`config.mk`:
```
export PLATFORM = sky130hd
export DESIGN_NAME = axis_fifo
export DESIGN_NICKNAME = d
export VERILOG_FILES = /design/src/rtl/axis_fifo.sv
export SDC_FILE = /design/constraint.sdc
export NUM_CORES = 1
export LEC_CHECK = 0
export ABC_AREA = 0
export BUFFER_PORTS_ARGS = -buffer_cell sky130_fd_sc_hd__buf_2
export CORE_MARGIN = 5
export CORE_UTILIZATION = 45
export DETAILED_ROUTE_END_ITERATION = 8
export PLACE_DENSITY = 0.6
export SYNTH_ARGS = -nofsm -noshare
export SYNTH_HDL_FRONTEND = slang
export SYNTH_SLANG_ARGS = --single-unit
```
`constraint.sdc`:
```
create_clock -name aclk -period 4.9 [get_ports aclk]
set_input_delay 0.49 -clock aclk [delete_from_list [all_inputs] [get_ports aclk]]
set_output_delay 0.49 -clock aclk [all_outputs]
set_load 0.05 [all_outputs]
```
`src/rtl/axis_fifo.sv`:
```
// AXI-Stream FIFO with TKEEP/TLAST sideband and optional store-and-forward
// packet mode. Beats are held in a DEPTH-entry array and replayed in order.
module axis_fifo #(
  parameter int TDATA_BYTES = 1,
  parameter int DEPTH       = 16,
  parameter int PACKET_MODE = 0
) (
  input  logic                       aclk,
  input  logic                       areset,
  input  logic [TDATA_BYTES*8-1:0]   s_tdata,
  input  logic [TDATA_BYTES-1:0]     s_tkeep,
  input  logic                       s_tlast,
  input  logic                       s_tvalid,
  output logic                       s_tready,
  output logic [TDATA_BYTES*8-1:0]   m_tdata,
  output logic [TDATA_BYTES-1:0]     m_tkeep,
  output logic                       m_tlast,
  output logic                       m_tvalid,
  input  logic                       m_tready,
  output logic [$clog2(DEPTH):0]     count,
  output logic [$clog2(DEPTH):0]     pkt_count
);

  localparam int AW = $clog2(DEPTH);
  localparam int CW = AW + 1;
  localparam int EW = TDATA_BYTES * 9 + 1;

  logic [EW-1:0] mem_q [DEPTH];
  logic [AW-1:0] wr_ptr_q, wr_ptr_d;
  logic [AW-1:0] rd_ptr_q, rd_ptr_d;
  logic [CW-1:0] count_q, count_d;
  logic [CW-1:0] pkt_count_q, pkt_count_d;
  logic          wr_en, rd_en, full, empty;
  logic          wr_last, rd_last;

  assign full     = (count_q == CW'(DEPTH));
  assign empty    = (count_q == '0);
  assign s_tready = !areset && !full;

  assign {m_tdata, m_tkeep, m_tlast} = mem_q[rd_ptr_q];

  // Packet mode holds data back until a whole packet is stored; a full FIFO
  // releases an oversize packet so the producer can never deadlock.
  generate
    if (PACKET_MODE != 0) begin : g_pkt
      assign m_tvalid = !empty && ((pkt_count_q != '0) || full);
    end else begin : g_cut
      assign m_tvalid = !empty;
    end
  endgenerate

  assign wr_en   = s_tvalid && s_tready;
  assign rd_en   = m_tvalid && m_tready;
  assign wr_last = wr_en && s_tlast;
  assign rd_last = rd_en && m_tlast;

  always_comb begin
    wr_ptr_d    = wr_ptr_q;
    rd_ptr_d    = rd_ptr_q;
    count_d     = count_q;
    pkt_count_d = pkt_count_q;
    if (wr_en) wr_ptr_d = wr_ptr_q + AW'(1);
    if (rd_en) rd_ptr_d = rd_ptr_q + AW'(1);
    case ({wr_en, rd_en})
      2'b10:   count_d = count_q + CW'(1);
      2'b01:   count_d = count_q - CW'(1);
      default: count_d = count_q;
    endcase
    case ({wr_last, rd_last})
      2'b10:   pkt_count_d = pkt_count_q + CW'(1);
      2'b01:   pkt_count_d = pkt_count_q - CW'(1);
      default: pkt_count_d = pkt_count_q;
    endcase
  end

  always_ff @(posedge aclk) begin
    if (areset) begin
      wr_ptr_q    <= '0;
      rd_ptr_q    <= '0;
      count_q     <= '0;
      pkt_count_q <= '0;
    end else begin
      wr_ptr_q    <= wr_ptr_d;
      rd_ptr_q    <= rd_ptr_d;
      count_q     <= count_d;
      pkt_count_q <= pkt_count_d;
    end
  end

  // Storage carries no reset; stale entries are unreachable once pointers clear.
  always_ff @(posedge aclk) begin
    if (wr_en) mem_q[wr_ptr_q] <= {s_tdata, s_tkeep, s_tlast};
  end

  assign count     = count_q;
  assign pkt_count = pkt_count_q;

endmodule

```
==> After elaboration in Yosys (flattened, before gate mapping) <==
Memory sizes are Yosys's and may differ from the RTL's. A register that Yosys moved wholly into a read port is not among the register bits.
Cells that the tools add are included.
W data, S select, Z words.
{ "word_totals": {"latch_bits": 0, "n_memories": 1, "mem_bits_ro": 0, "ramBits": 160, "output_inout_bits": 22, "reg_bits": 18, "wordCells": 33, "inputBits": 14} }
{ "mem_list": {"columns": ["name", "words", "word_bits", "read_ports", "rd_ports_with_merged_regs", "wr", "line_no", "text"], "rows": [
  ["mem_q", 16, 10, 1, 1, 1, "28", "logic [EW-1:0] mem_q [DEPTH];"]
]} }
{ "classes": {"muxes": 6, "addsub": 6, "mul": 0, "eq_ne": 5, "bitwise_logic": 0, "n_div": 0, "n_shift": 0, "n_reduce_logical": 11, "n_lt_le_gt_ge": 0} }
{ "op_table": {"columns": ["op", "count"], "rows": [
  ["$pmux W5 S2", 2],
  ["$add A5 B1 Y5 const B", 2],
  ["$sub A5 B1 Y5 const B", 2],
  ["$add A4 B1 Y4 const B", 2],
  ["$mux W4", 2],
  ["$eq A5 B5 Y1 const B", 1],
  ["$logic_and A1 B1 Y1", 5],
  ["$logic_not A5 Y1", 1],
  ["$eq A2 B1 Y1 const B", 2],
  ["$eq A2 B2 Y1 const B", 2],
  ["$reduce_bool A2 Y1", 2],
  ["$logic_not A1 Y1", 3],
  ["$mux W1", 2]
]} }

==> Longest topological paths before layout <==
{ "logic_depth": {"depth_word": 7, "mapped_depth": 12, "ltp_nobuf": 11} }

==> Worst setup path before layout <==
No wires, ideal clock.
{ "synth_path": {"path_kind": "flip-flop to flip-flop", "start": "register count_q[4], in the netlist count[4]", "end": "register pkt_count_q[4], in the netlist pkt_count[4]", "setup_slack_ns": 1.972, "arrival_ns": 2.807, "stages_incl_launch_ff": 11, "period_less_slack_ns": 2.928, "setup_time_ns": 0.121, "cell_sequence": "dfxtp_1 clkbuf_1 o21ai_4 a211oi_1 ha_1 inv_1 fa_1 nand2b_1 a21oi_1 mux2i_1 mux2_2"} }
{ "synth_between": {"elab_chain_len": 7, "elab_cells_between_ends": 13} }
{ "synth_lines": {"columns": ["element", "line_no", "text"], "rows": [
  ["start, declared", "31", "logic [CW-1:0] count_q, count_d;"],
  ["start signal, assigned", "85", "count_q <= count_d;"],
  ["$eq A5 B5 Y1", "36", "assign full = (count_q == CW'(DEPTH));"],
  ["$logic_not A1 Y1", "38", "assign s_tready = !areset && !full;"],
  ["$logic_and A1 B1 Y1", "38", null],
  ["$logic_and A1 B1 Y1", "52", "assign wr_en = s_tvalid && s_tready;"],
  ["$logic_and A1 B1 Y1", "54", "assign wr_last = wr_en && s_tlast;"],
  ["$eq A2 B1 Y1 / $eq A2 B2 Y1 (equally long branches)", "69", "case ({wr_last, rd_last})"],
  ["$pmux W5 S2 / $reduce_bool A2 Y1 (equally long branches)", null, null],
  ["end signal, assigned", "86", "pkt_count_q <= pkt_count_d;"],
  ["end, declared", "32", "logic [CW-1:0] pkt_count_q, pkt_count_d;"]
]} }
Several ways; a longest one is shown, not always the timed one.
A chain may end at the register's enable or synchronous reset.

==> flow_summary.json <==
{
  "status": "complete, no violations",
  "postCtsSetupBuffers": 0,
  "wl_met1_microns": 6263,
  "maxCapViolations": 0,
  "fin_crit_ps": 3257,
  "timing.fmax_mhz": 307.0,
  "core_sq_mm": 0.01594,
  "detail_route.wl_per_cell_microns": 22.02,
  "start_util_pct": 45.93,
  "numCtsBuffers": 17,
  "ctsResizeCount": 0,
  "die_width_microns": 137.6,
  "die_y_microns": 137.6,
  "ios": 36,
  "period_share_pct": 66.47,
  "irDropWorstVdd_v": 0.0003758,
  "drc": 0,
  "drive_gt1_share_pct": 28.33,
  "stdcell_count": 689,
  "cts_hold_buffers": 0,
  "crit_path_max_incr_delay_ps": 550,
  "drtAntennaViolNets": 0,
  "rsz0062_at_grt": "no",
  "num_rows": 46,
  "clk_pin_slew_worst_paths_ps": 70,
  "cts_tree": "built",
  "dp_hpwl_microns": 9263,
  "tightest_slew_ps": 1159,
  "final_area_sq_mm": 0.008386,
  "synthFlopType": "edfxtp_1",
  "required_ps": 5210,
  "fillCellCount": 1321,
  "ys_warn_count": 0,
  "io_buffers": 35,
  "clock_sinks": 182,
  "viasPerCell": 5.284,
  "synth_edf_count": 160,
  "synth_area_sq_mm": 0.007323,
  "num_antenna_cells": 0,
  "cp_top_family": "multiplexers",
  "path_buf_inv": 0,
  "avgSynthCellArea_sq_um": 17.77,
  "wl_microns": 15170,
  "setup_violations": 0,
  "dr_wl_met2_microns": 7764,
  "worst-path-max-fanout": 8,
  "grt_use_total_pct": 17.42,
  "p_leak_uw": 0.002814,
  "hold_class": "input port to flip-flop",
  "dpl_cell_area_sq_mm": 0.007805,
  "slew_viol_final": 0,
  "route.met3.wl_microns": 1004,
  "top_layer_used": "met4",
  "worst-setup-path-type": "flip-flop to flip-flop",
  "synthToLayoutAreaGrowth_pct": 14.51,
  "end_kind": "flip-flop",
  "dieArea_sq_mm": 0.01893,
  "cp-start-kind": "flip-flop",
  "setup_tns_ps": 0,
  "power_density_mw_per_mm2": 507.7,
  "synth-async-reset-ratio_pct": 0,
  "hold_viol": 0,
  "ys_seq_elements": 182,
  "drt_iter0_drc": 240,
  "via_count": 3641,
  "layout.nets": 489,
  "synthCells": 412,
  "synth_fp_nets": 441,
  "worstSkewPairLatency_ps": 430,
  "skew_ps": 4.281,
  "cp_slowest_cell": "dfxtp_1",
  "ys_seq_area_share_pct": 71.62,
  "place_congestion": 0.8579,
  "grt_first_pass_wirelength_microns": 23140,
  "first_global_vias": 3816,
  "crit_arrival_ps": 3570,
  "grt_max_degree": 40,
  "dr.pass1.iters": 7,
  "dp.cells": 657,
  "worstPathCellList": "mux4_2, nor2b_1, a211oi_1, a211oi_1, ha_1, ha_1, nand2b_1, a21oi_1, mux2i_1, mux2_2",
  "gr-total-overflow": 0,
  "utilization_pct": 52.60,
  "cts_htree_levels": 4,
  "antenna_found_initial": 0,
  "cts_root_buf": "clkbuf_16",
  "cts_buffer_depth": 2,
  "slew_headroom_pct": 22.56,
  "synth_cell_types": 33
}
-- flip-flops by register name, summed over array words and instances (netlist names), named ones only --
register,cells
rd_ptr_q,4
pkt_count,5
count,5
wr_ptr_q,4
mem_q,160
-- per-layer routing --
layer,GRT usage [%],up-vias
met3,4.164,8
met1,23.51,1840
met5,0,-
met2,28.71,89
li1,-,1704
met4,4.324,0
-- worst paths after layout --
kind | start | endpoint | slack [ps] | cells after the start
max | flip-flop | pkt_count[4] | 1640 | 10
min | s_tdata[7] | mem_q[3][9] | 440 | 1
max reg2reg | flip-flop | pkt_count[4] | 1640 | 10
min reg2reg | pkt_count[3] | pkt_count[3] | 520 | 2
-- final cells by class --
cell class	instances	area, sq um	area share, %
clock inverter	15	155.1	1.850
sequential	182	5246	62.56
tap	216	270.3	3.223
clock buffer	17	425.4	5.073
timing repair buffer	50	287.8	3.432
multi-input combinational	197	1956	23.32
inverter	12	45.04	0.5372
-- power by group --
group	switching, uW	leakage [uW]	internal, uW
Clock	576	0.000281	753
Combinational	686	0.000913	412
Sequential	82.0	0.00162	1750
Total	1340	0.00281	2910
-- kinds of logic (layout without fill, tap and decap cells) --
kind of cell             Yosys count  after routing  synth area share, %
flip-flops                       182            182                71.62
AND/OR/NAND/NOR                   84             84                5.091
AO/OA/AOI/OAI                     41             41                4.015
adder cells (fa/ha/maj)           15             15                2.768
XOR/XNOR                          10             10                1.196
multiplexers                      47             47                13.29
buffers and inverters             33             94                2.016
-- cells in the mapped netlist (5+ instances only) --
cell      count  area (sq um)
xor2_1        8         70.07
edfxtp_1    160          4805
inv_1        12         45.04
nand2_1      18         67.56
mux4_2       40         900.9
clkbuf_1     10         37.54
dfxtp_1      22         440.4
nor2_1       45         168.9
a22oi_1      18         135.1
mux2i_1       5         50.05
a21oi_1      11         55.05
o211ai_1      5         37.54
ha_1         13         162.7
-- metrics by stage --
step	hold WS [ps]	power, uW	setup slack, ps
after floorplan	484.7	2738	1972
after CTS	424.7	4305	1597
after global placement	516.7	2961	1817
after detailed placement	509.6	2976	1640
after global routing	432.9	4475	1426
final	439.8	4257	1643
-- layout by cell type (no fill, tap or decap), drive strengths merged, types with 9 or more instances in the layout --
master  instances
nand2          18
buf            50
a22oi          18
ha             13
inv            14
nor2           45
clkbuf         17
mux4           40
dfxtp          22
edfxtp        160
clkinv          9
a21oi          11
Power figures use the tool's default switching activity.
